File: src/rtl/fleet_placement_ctrl_if.sv
// Placement bus between the fleet controller, the conflict validator and the board memory.
interface fleet_placement_ctrl_if #(
    parameter int COORD_W = 4
);
    logic               val_req;
    logic               val_ack;
    logic               val_conflict;
    logic               store_we;
    logic [COORD_W-1:0] x;
    logic [COORD_W-1:0] y;
    logic               dir;
    logic [2:0]         orient;
    logic [2:0]         piece_type;
    logic               player;

    modport master (
        output val_req, store_we, x, y, dir, orient, piece_type, player,
        input  val_ack, val_conflict
    );

    modport slave (
        input  val_req, store_we, x, y, dir, orient, piece_type, player,
        output val_ack, val_conflict
    );
endinterface

File: src/rtl/fleet_placement_ctrl.sv
// Fleet-placement controller: walks one or two players through placing every ship of the fleet.
// Optional validator timeout with val_err output: define FLEET_PLACE_VAL_TIMEOUT_EN.
module fleet_placement_ctrl #(
    parameter int                   COORD_W     = 4,
    parameter int                   BOARD_N     = 10,
    parameter int                   N_TYPES     = 5,
    parameter logic [3*N_TYPES-1:0] TYPE_COUNTS = 15'b001_001_010_010_101,
    parameter int                   ORIENT_N    = 5,
    parameter int                   VAL_TIMEOUT = 16
) (
    input  logic                   clk,
    input  logic                   reset,
    input  logic                   enable,
    input  logic                   enter_n,
    input  logic                   select_n,
    input  logic                   mode,
    fleet_placement_ctrl_if.master bus,
    output logic                   ready,
    output logic [5:0]             state_onehot
`ifdef FLEET_PLACE_VAL_TIMEOUT_EN
    ,
    output logic                   val_err
`endif
);

    localparam logic [2:0] IDLE   = 3'd0;
    localparam logic [2:0] DIR    = 3'd1;
    localparam logic [2:0] ORIENT = 3'd2;
    localparam logic [2:0] DEF_X  = 3'd3;
    localparam logic [2:0] DEF_Y  = 3'd4;
    localparam logic [2:0] CHECK  = 3'd5;
    localparam logic [2:0] STORE  = 3'd6;
    localparam logic [2:0] DONE   = 3'd7;

    logic [2:0]         state;
    logic [COORD_W-1:0] x_q;
    logic [COORD_W-1:0] y_q;
    logic               dir_q;
    logic [2:0]         orient_q;
    logic [2:0]         type_q;
    logic               player_q;
    logic [2:0]         count;
    logic               mode_q;

    logic [1:0] ent_sync;
    logic [1:0] sel_sync;
    logic       ent_prev;
    logic       sel_prev;
    logic       ent_ev;
    logic       sel_ev;
    logic [3:0] nt;
    logic [3:0] first_type;
    logic       to_hit;

    function automatic logic [2:0] type_count(input logic [2:0] t);
        return TYPE_COUNTS[3*int'(t) +: 3];
    endfunction

    // First type at or after 'from' with a non-zero count; N_TYPES means none left.
    function automatic logic [3:0] next_type(input logic [3:0] from);
        logic [3:0] r;
        r = 4'(N_TYPES);
        for (int i = N_TYPES - 1; i >= 0; i--) begin
            if (i >= int'(from) && TYPE_COUNTS[3*i +: 3] != 3'd0) r = 4'(i);
        end
        return r;
    endfunction

    assign nt         = next_type(4'(type_q) + 4'd1);
    assign first_type = next_type(4'd0);

    // NOTE: synchroniser flops reset to 1 (button released) so reset release cannot fake a press.
    always_ff @(posedge clk or negedge reset) begin
        if (!reset) begin
            ent_sync <= 2'b11;
            sel_sync <= 2'b11;
            ent_prev <= 1'b1;
            sel_prev <= 1'b1;
        end else begin
            ent_sync <= {ent_sync[0], enter_n};
            sel_sync <= {sel_sync[0], select_n};
            ent_prev <= ent_sync[1];
            sel_prev <= sel_sync[1];
        end
    end

    assign ent_ev = ent_prev & ~ent_sync[1];
    assign sel_ev = sel_prev & ~sel_sync[1];

`ifdef FLEET_PLACE_VAL_TIMEOUT_EN
    localparam int TO_W = $clog2(VAL_TIMEOUT + 1);
    logic [TO_W-1:0] to_cnt;

    assign to_hit = (to_cnt == TO_W'(VAL_TIMEOUT - 1));

    always_ff @(posedge clk or negedge reset) begin
        if (!reset) begin
            to_cnt  <= '0;
            val_err <= 1'b0;
        end else begin
            val_err <= (state == CHECK) && enable && !bus.val_ack && to_hit;
            if ((state == CHECK) && enable && !bus.val_ack && !to_hit) to_cnt <= to_cnt + 1'b1;
            else                                                       to_cnt <= '0;
        end
    end
`else
    assign to_hit = 1'b0;
`endif

    // NOTE: all state updates use non-blocking assignments so every branch sees pre-edge values.
    always_ff @(posedge clk or negedge reset) begin
        if (!reset) begin
            state    <= IDLE;
            x_q      <= '0;
            y_q      <= '0;
            dir_q    <= 1'b0;
            orient_q <= '0;
            type_q   <= '0;
            player_q <= 1'b0;
            count    <= '0;
            mode_q   <= 1'b0;
        end else if (!enable && state != DONE) begin
            state <= IDLE;
        end else begin
            case (state)
                IDLE: begin
                    mode_q <= mode;
                    state  <= DIR;
                end
                DIR: begin
                    if (ent_ev)      state <= ORIENT;
                    else if (sel_ev) dir_q <= ~dir_q;
                end
                ORIENT: begin
                    if (ent_ev)      state    <= DEF_X;
                    else if (sel_ev) orient_q <= (orient_q == 3'(ORIENT_N - 1)) ? 3'd0 : orient_q + 3'd1;
                end
                DEF_X: begin
                    if (ent_ev)      state <= DEF_Y;
                    else if (sel_ev) x_q   <= (x_q == COORD_W'(BOARD_N - 1)) ? '0 : x_q + 1'b1;
                end
                DEF_Y: begin
                    if (ent_ev)      state <= CHECK;
                    else if (sel_ev) y_q   <= (y_q == COORD_W'(BOARD_N - 1)) ? '0 : y_q + 1'b1;
                end
                CHECK: begin
                    if (bus.val_ack) state <= bus.val_conflict ? DEF_X : STORE;
                    else if (to_hit) state <= DEF_X;
                end
                STORE: begin
                    if (count + 3'd1 == type_count(type_q)) begin
                        count <= '0;
                        if (nt != 4'(N_TYPES)) begin
                            type_q <= nt[2:0];
                            state  <= DIR;
                        end else if (mode_q && !player_q) begin
                            player_q <= 1'b1;
                            type_q   <= first_type[2:0];
                            state    <= DIR;
                        end else begin
                            state <= DONE;
                        end
                    end else begin
                        count <= count + 3'd1;
                        state <= DIR;
                    end
                end
                DONE:    state <= DONE;
                default: state <= IDLE;
            endcase
        end
    end

    assign bus.val_req    = (state == CHECK);
    assign bus.store_we   = (state == STORE);
    assign bus.x          = x_q;
    assign bus.y          = y_q;
    assign bus.dir        = dir_q;
    assign bus.orient     = orient_q;
    assign bus.piece_type = type_q;
    assign bus.player     = player_q;
    assign ready          = (state == DONE);
    assign state_onehot   = {state == STORE, state == CHECK, state == DEF_Y,
                             state == DEF_X, state == ORIENT, state == DIR};

endmodule
File: src/flat_wrapper.sv
// flat-port wrapper written by rule: the top's interface ports become plain ports
module fleet_placement_ctrl_flat 
#(
    parameter int                   COORD_W     = 4,
    parameter int                   BOARD_N     = 10,
    parameter int                   N_TYPES     = 5,
    parameter logic [3*N_TYPES-1:0] TYPE_COUNTS = 15'b001_001_010_010_101,
    parameter int                   ORIENT_N    = 5,
    parameter int                   VAL_TIMEOUT = 16
)
  (clk, reset, enable, enter_n, select_n, mode, ready, state_onehot, bus_val_req, bus_store_we, bus_x, bus_y, bus_dir, bus_orient, bus_piece_type, bus_player, bus_val_ack, bus_val_conflict);
  fleet_placement_ctrl_if #(.COORD_W(COORD_W)) bus_i ();
  input  logic clk;
  input  logic reset;
  input  logic enable;
  input  logic enter_n;
  input  logic select_n;
  input  logic mode;
  output logic ready;
  output logic [5:0] state_onehot;
  output wire logic [$bits(bus_i.val_req)-1:0] bus_val_req;
  output wire logic [$bits(bus_i.store_we)-1:0] bus_store_we;
  output wire logic [$bits(bus_i.x)-1:0] bus_x;
  output wire logic [$bits(bus_i.y)-1:0] bus_y;
  output wire logic [$bits(bus_i.dir)-1:0] bus_dir;
  output wire logic [$bits(bus_i.orient)-1:0] bus_orient;
  output wire logic [$bits(bus_i.piece_type)-1:0] bus_piece_type;
  output wire logic [$bits(bus_i.player)-1:0] bus_player;
  input wire logic [$bits(bus_i.val_ack)-1:0] bus_val_ack;
  input wire logic [$bits(bus_i.val_conflict)-1:0] bus_val_conflict;
  assign bus_val_req = bus_i.val_req;
  assign bus_store_we = bus_i.store_we;
  assign bus_x = bus_i.x;
  assign bus_y = bus_i.y;
  assign bus_dir = bus_i.dir;
  assign bus_orient = bus_i.orient;
  assign bus_piece_type = bus_i.piece_type;
  assign bus_player = bus_i.player;
  assign bus_i.val_ack = bus_val_ack;
  assign bus_i.val_conflict = bus_val_conflict;
  fleet_placement_ctrl #(.COORD_W(COORD_W), .BOARD_N(BOARD_N), .N_TYPES(N_TYPES), .TYPE_COUNTS(TYPE_COUNTS), .ORIENT_N(ORIENT_N), .VAL_TIMEOUT(VAL_TIMEOUT)) u_core (.clk(clk), .reset(reset), .enable(enable), .enter_n(enter_n), .select_n(select_n), .mode(mode), .bus(bus_i), .ready(ready), .state_onehot(state_onehot));
endmodule
File: config.mk
export PLATFORM = sky130hd
export DESIGN_NAME = fleet_placement_ctrl_flat
export DESIGN_NICKNAME = d
export VERILOG_FILES = /design/src/rtl/fleet_placement_ctrl_if.sv /design/src/rtl/fleet_placement_ctrl.sv /design/src/flat_wrapper.sv
export SDC_FILE = /design/constraint.sdc
export NUM_CORES = 1
export LEC_CHECK = 0
export ABC_AREA = 1
export CORE_UTILIZATION = 40
export DETAILED_ROUTE_END_ITERATION = 10
export PLACE_DENSITY = 0.75
export SYNTH_ARGS = -nofsm -noshare
export SYNTH_HDL_FRONTEND = slang
export SYNTH_SLANG_ARGS = --single-unit
File: constraint.sdc
create_clock -name clk -period 1.4 [get_ports clk]
set_input_delay 0.42 -clock clk [delete_from_list [all_inputs] [get_ports clk]]
set_output_delay 0.42 -clock clk [all_outputs]
set_load 0.005 [all_outputs]
**After elaboration in Yosys (flattened, before gate mapping)**

Index checks and enable logic that the tools add are counted.

- Add/sub/neg operators: 5
- Multiply operators: 1
- Order comparisons: 5
- Equality and inequality tests: 18
- Shifts and indexed selects: 1
- Multiplexer cells: 22
- Bitwise gates (word level): 8
- Reductions and logical operators: 15

Operators with widths:

| operator | number |
|---|---|
| $mux 3 | 14 |
| $shiftx 15x32->3 const A | 1 |
| $mux 4 | 6 |
| $pmux 3 s8 | 1 |
| $reduce_and 4->1 | 5 |
| $eq 3x3->1 const B | 5 |
| $ne 3x1->1 const B | 5 |
| $reduce_and 5->1 | 2 |
| $add 4x1->4 const B | 2 |
| $eq 4x4->1 const B | 2 |
| $ge 1x4->1 const A | 2 |
| $ge 2x4->1 const A | 2 |
| $add 3x1->3 const B | 2 |
| $eq 3x2->1 const B | 2 |
| $not 1->1 | 6 |
| $mul 2x3->5 const A | 1 |
| $add 3x1->4 const B | 1 |
| $ge 3x4->1 const A | 1 |
| $ne 4x3->1 const B | 1 |
| $reduce_and 2->1 | 2 |
| $eq 3x1->1 const B | 1 |
| $eq 3x3->1 | 1 |
| $logic_not 3->1 | 1 |
| $ne 3x3->1 const B | 1 |
| 5 further kinds | 8 |

- Flip-flop bits (word level): 29
- Bits of input ports: 8
- Output and inout port bits: 25
- Word-level logic and storage cells: 88

**Depth between registers and ports, before layout**

- Depth in word-level cells: 12
- Mapped depth: 13
- Gate-level depth less buffers: 13

**Worst setup path after synthesis**

OpenSTA, ideal clock, no wires.

- Path kind: reg2reg
- Start point: register u_core.type_q[0], in the netlist u_core.bus.piece_type[0]
- End point: register u_core.type_q[0], in the netlist u_core.bus.piece_type[0]
- Library setup time: 0.117 ns
- Data arrival time: 1.464 ns
- Required time: 1.283 ns
- Slack: -0.181 ns
- Cell stages (with the launch flop): 11
- Path buffers: 0
- Clock period less this slack: 1.581 ns
- Cell sequence: dfrtp_1 inv_1 ha_1 nand2_2 nand2_1 nand2_1 nand4_2 nor2_4 nand2_2 nand2_1 nand2_1

- Cells in the longest elaborated chain, start to end: 10
- Elaborated cells on any way between the ends: 18
- Classes of those cells: 1 x add/sub; 1 x mul; 5 x order compare; 2 x eq/ne; 1 x shift; 6 x mux; 2 x reduce/logical

RTL lines:

| item | RTL line | text |
|---|---|---|
| start, declared | fleet_placement_ctrl.sv:40 | `logic [2:0] type_q;` |
| start signal, assigned | fleet_placement_ctrl.sv:154 | `type_q <= nt[2:0];` |
| start signal, assigned | fleet_placement_ctrl.sv:158 | `type_q <= first_type[2:0];` |
| $add 3x1->4 | fleet_placement_ctrl.sv:69 | `assign nt = next_type(4'(type_q) + 4'd1);` |
| $ge 3x4->1 | fleet_placement_ctrl.sv:64 | `if (i >= int'(from) && TYPE_COUNTS[3*i +: 3] != 3'd0) r = 4'(i);` |
| $mux 1 | fleet_placement_ctrl.sv:64 |  |
| $mux 4 (4 in series) | fleet_placement_ctrl.sv:64 |  |
| $ne 4x3->1 | fleet_placement_ctrl.sv:153 | `if (nt != 4'(N_TYPES)) begin` |
| $reduce_bool 2->1 (no line) | -- |  |
| $reduce_and 4->1 (no line) | -- |  |

Several ways; a longest one is shown, not always the timed one.
A chain may end at the register's enable or synchronous reset.

**Final worst setup path**

- Start point: register u_core.state[1]
- End point: output port state_onehot[3]

- Cells in the longest elaborated chain, start to end: 1

RTL lines:

| item | RTL line | text |
|---|---|---|
| start, declared | fleet_placement_ctrl.sv:35 | `logic [2:0] state;` |
| start signal, assigned | fleet_placement_ctrl.sv:147 | `if (bus.val_ack) state <= bus.val_conflict ? DEF_X : STORE;` |
| $eq 3x3->1 | fleet_placement_ctrl.sv:183 | `assign state_onehot = {state == STORE, state == CHECK, state == DEF_Y,` |
| end, declared | flat_wrapper.sv:20 | `output logic [5:0] state_onehot;` |

Every way passes these cells.

==> reports/qor.txt <==
Pin count of the biggest net entering global routing: 30
Placed Cells: 315
Path depth of the worst reg2reg path: 12
Measured slew at the worst slew-check pin: 0.279 ns
CTS Buf Count: 5
Gr usage total: 22.2%
Clock buffer depth: 2
Final core utilization: 74.2%
Die H: 67.9 um
Vias in the first global route: 1647
Vias/cell: 4.91
Failing checks: setup timing
Fmax achieved: 0.583 GHz
Finished Layout Cells: 363
Final nets: 326
Initial DRC Count: 77
Placer congestion estimate: 0.858
Final setup fails: 33
Global route overflow: 0
Final ANT Viol Nets: 0
Critical Path AT: 1.30 ns
Dominant combinational cell family by area after synthesis: simple AND/OR/NAND/NOR gates
Yosys top cell by area: dfrtp_1
Mapped cell area: 1740 um2
Cell Pwr Density: 931 nW/um2
Critical Path RT: 0.98 ns
# rows: 23
Min-Delay Path Class: reg -> reg
RSZ-0062 raised after global routing: yes
Share of the synthesized area in the top cell type: 33.2%
Detailed-placement wirelength estimate: 2.74 mm
Syn_nets: 219
Worst slack at placement: -0.322 ns
Synth Register Bits: 29
Port bufs: 32
Final count of pins violating max slew: 0
Worst hold stages: 0
H-tree Lvls: 2
Seq/Total Area, Yosys: 42.2%
First-pass GRT wire length: 7.32 mm
Filler Cell Count: 285
CTS clk-pin slew, worst paths: 0.07 ns
Final Hold Vio Count: 0
Avg WL per Cell: 15.1 um
Netlist cell types: 34
Core Region: 4090 um2
Layout area overhead: 74.8%
Pleak: 1.53 nW
Residual DRC: 0
Vias: 1781
Antenna Cells: 0
Post-Syn Instances: 205
Final worst path period need: 1.72 ns
Synth Warn #: 0
Mux contribution to synthesized area: 0.649%
Boundary pin count: 33
Post-Synth XOR/XNOR Area: 2.96%
Post-Synth Simple-Gate Area: 32.3%
Hold Slack: 0.354 ns
Initial Utilization: 42.5%
Drt first pass iters: 4
Final Cycle Share: 123%
Final setup skew: 0.00575 ns
Final WL: 5.50 mm
Clock Sinks: 29
VDD IR max: 0.000475 V
Post-synthesis adder-cell area fraction: 4.33%
Setup WS post-layout: -0.315 ns
Setup crit start kind: register
Layout cells sized above 1: 54.3%
Status: finished with violations
Slew margin rel.: 81.3%
Area after DPL: 2350 um2
Area contributors post-synth: dfrtp_1 33%, nand2_1 12%, dfstp_2 9.1%, inv_1 6.5%, nand3_1 4.6%
Crit Path Class: reg -> out
Initial antenna violation count: 0
Max-Cap Viols: 0
CTS tree: done
Commonest non-fill, non-tap cell in the layout: buf_4
Most frequent cells in the layout: 48 x buf_4, 42 x nand2_1, 28 x buf_6
Syn avg cell area: 8.47 um2
CP Capture Type: output port
Root Buffer: clkbuf_8
Latest clock arrival within the worst-skew pair: 0.28 ns
Final instance area: 3030 um2
Die Footprint: 4610 um2
Critical Path Fanout Max: 2
Synth Area in Compound Gates: 8.15%
Die X: 67.9 um
[power breakdown]
group	switching (W)	leakage [nW]	internal, W
logic	0.000535	1.15	0.000552
clock network	0.000318	0.0455	0.000401
registers	0.0000704	0.332	0.000951
[logic make-up (layout without fill, tap and decap cells)]
kind of cell / after synthesis / after routing
AOI/OAI and AO/OA: 21 / 21
xor gates and xnor gates: 5 / 5
adders and majority gates: 6 / 6
buffers and inverters: 39 / 147
DFF: 29 / 29
muxes: 1 / 1
and+or+nand+nor: 104 / 104
[final timing paths]
| check | startpoint | endpoint | slack [ns] |
|---|---|---|---|
| setup / recovery | u_core.state[1] | state_onehot[3] | -0.32 |
| min in group asynchronous | reset | u_core.state[1] | 0.50 |
| max in group asynchronous | reset | u_core.ent_sync[0] | 0.66 |
| hold reg to reg | u_core.sel_sync[0] | u_core.sel_sync[1] | 0.35 |
| setup reg to reg | u_core.state[1] | u_core.state[2] | -0.29 |
| hold / removal | u_core.sel_sync[0] | u_core.sel_sync[1] | 0.35 |
[layout make-up]
class | instances | area [um2] | area share (%)
sequential | 29 | 738 | 24.3
timing repair buffer | 103 | 913 | 30.1
clock buffer | 8 | 90.1 | 2.97
tap | 50 | 62.6 | 2.06
inverter | 36 | 153 | 5.03
multi-input combinational | 137 | 1080 | 35.5
[per-layer routing]
layer / wire length (um) / vias up / track usage (%)
met4: 129 / 0 / 11.7
li1: - / 861 / -
met3: 168 / 14 / 5.67
met1: 2170 / 864 / 25.0
met2: 3030 / 42 / 38.4
met5: 0 / - / 0
[Yosys cell counts (all sizes together)]
library cell	instances
nor2	18
nor3	1
nand2	61
a21boi	2
a21oi	5
o21ai	8
nand4	2
o31ai	2
xor2	3
ha	6
clkinv	1
xnor2	2
nand3	21
o221ai	1
o211ai	1
nor3b	1
buf	3
mux2	1
a22oi	1
dfstp	6
o22ai	1
dfrtp	23
inv	35
[sequential cells by signal, indices dropped and copies added, names as in the netlist]
name,count
u_core.bus.dir,1
u_core.bus.orient,3
u_core.bus.piece_type,3
u_core.bus.player,1
u_core.bus.x,4
u_core.bus.y,4
u_core.count,3
u_core.ent_prev,1
u_core.ent_sync,2
u_core.mode_q,1
u_core.sel_prev,1
u_core.sel_sync,2
u_core.state,3
[critical path: stages, from the launching register on]
cell	delay, ns
dfrtp_1	0.41
inv_2	0.10
buf_6	0.11
buf_6	0.09
nand2_4	0.05
nor2_4	0.13
buf_2	0.12
[what timing repair did]
item	CTS	global route
hold buffers	0	0
pin swaps	16	16
buffers inserted	31	11
endpoints found under the setup margin	47	32
resized for setup	104	44
[through the flow]
step / total power (W) / setup TNS (ns)
6_report: 0.00283 / -5.94
5_1_grt: 0.00296 / -7.75
4_1_cts: 0.00263 / -3.87
3_5_place_dp: 0.00172 / -8.52
3_3_place_gp: 0.00171 / -7.92
2_1_floorplan: 0.00137 / -0.331
(Power assumes the default switching activity.)
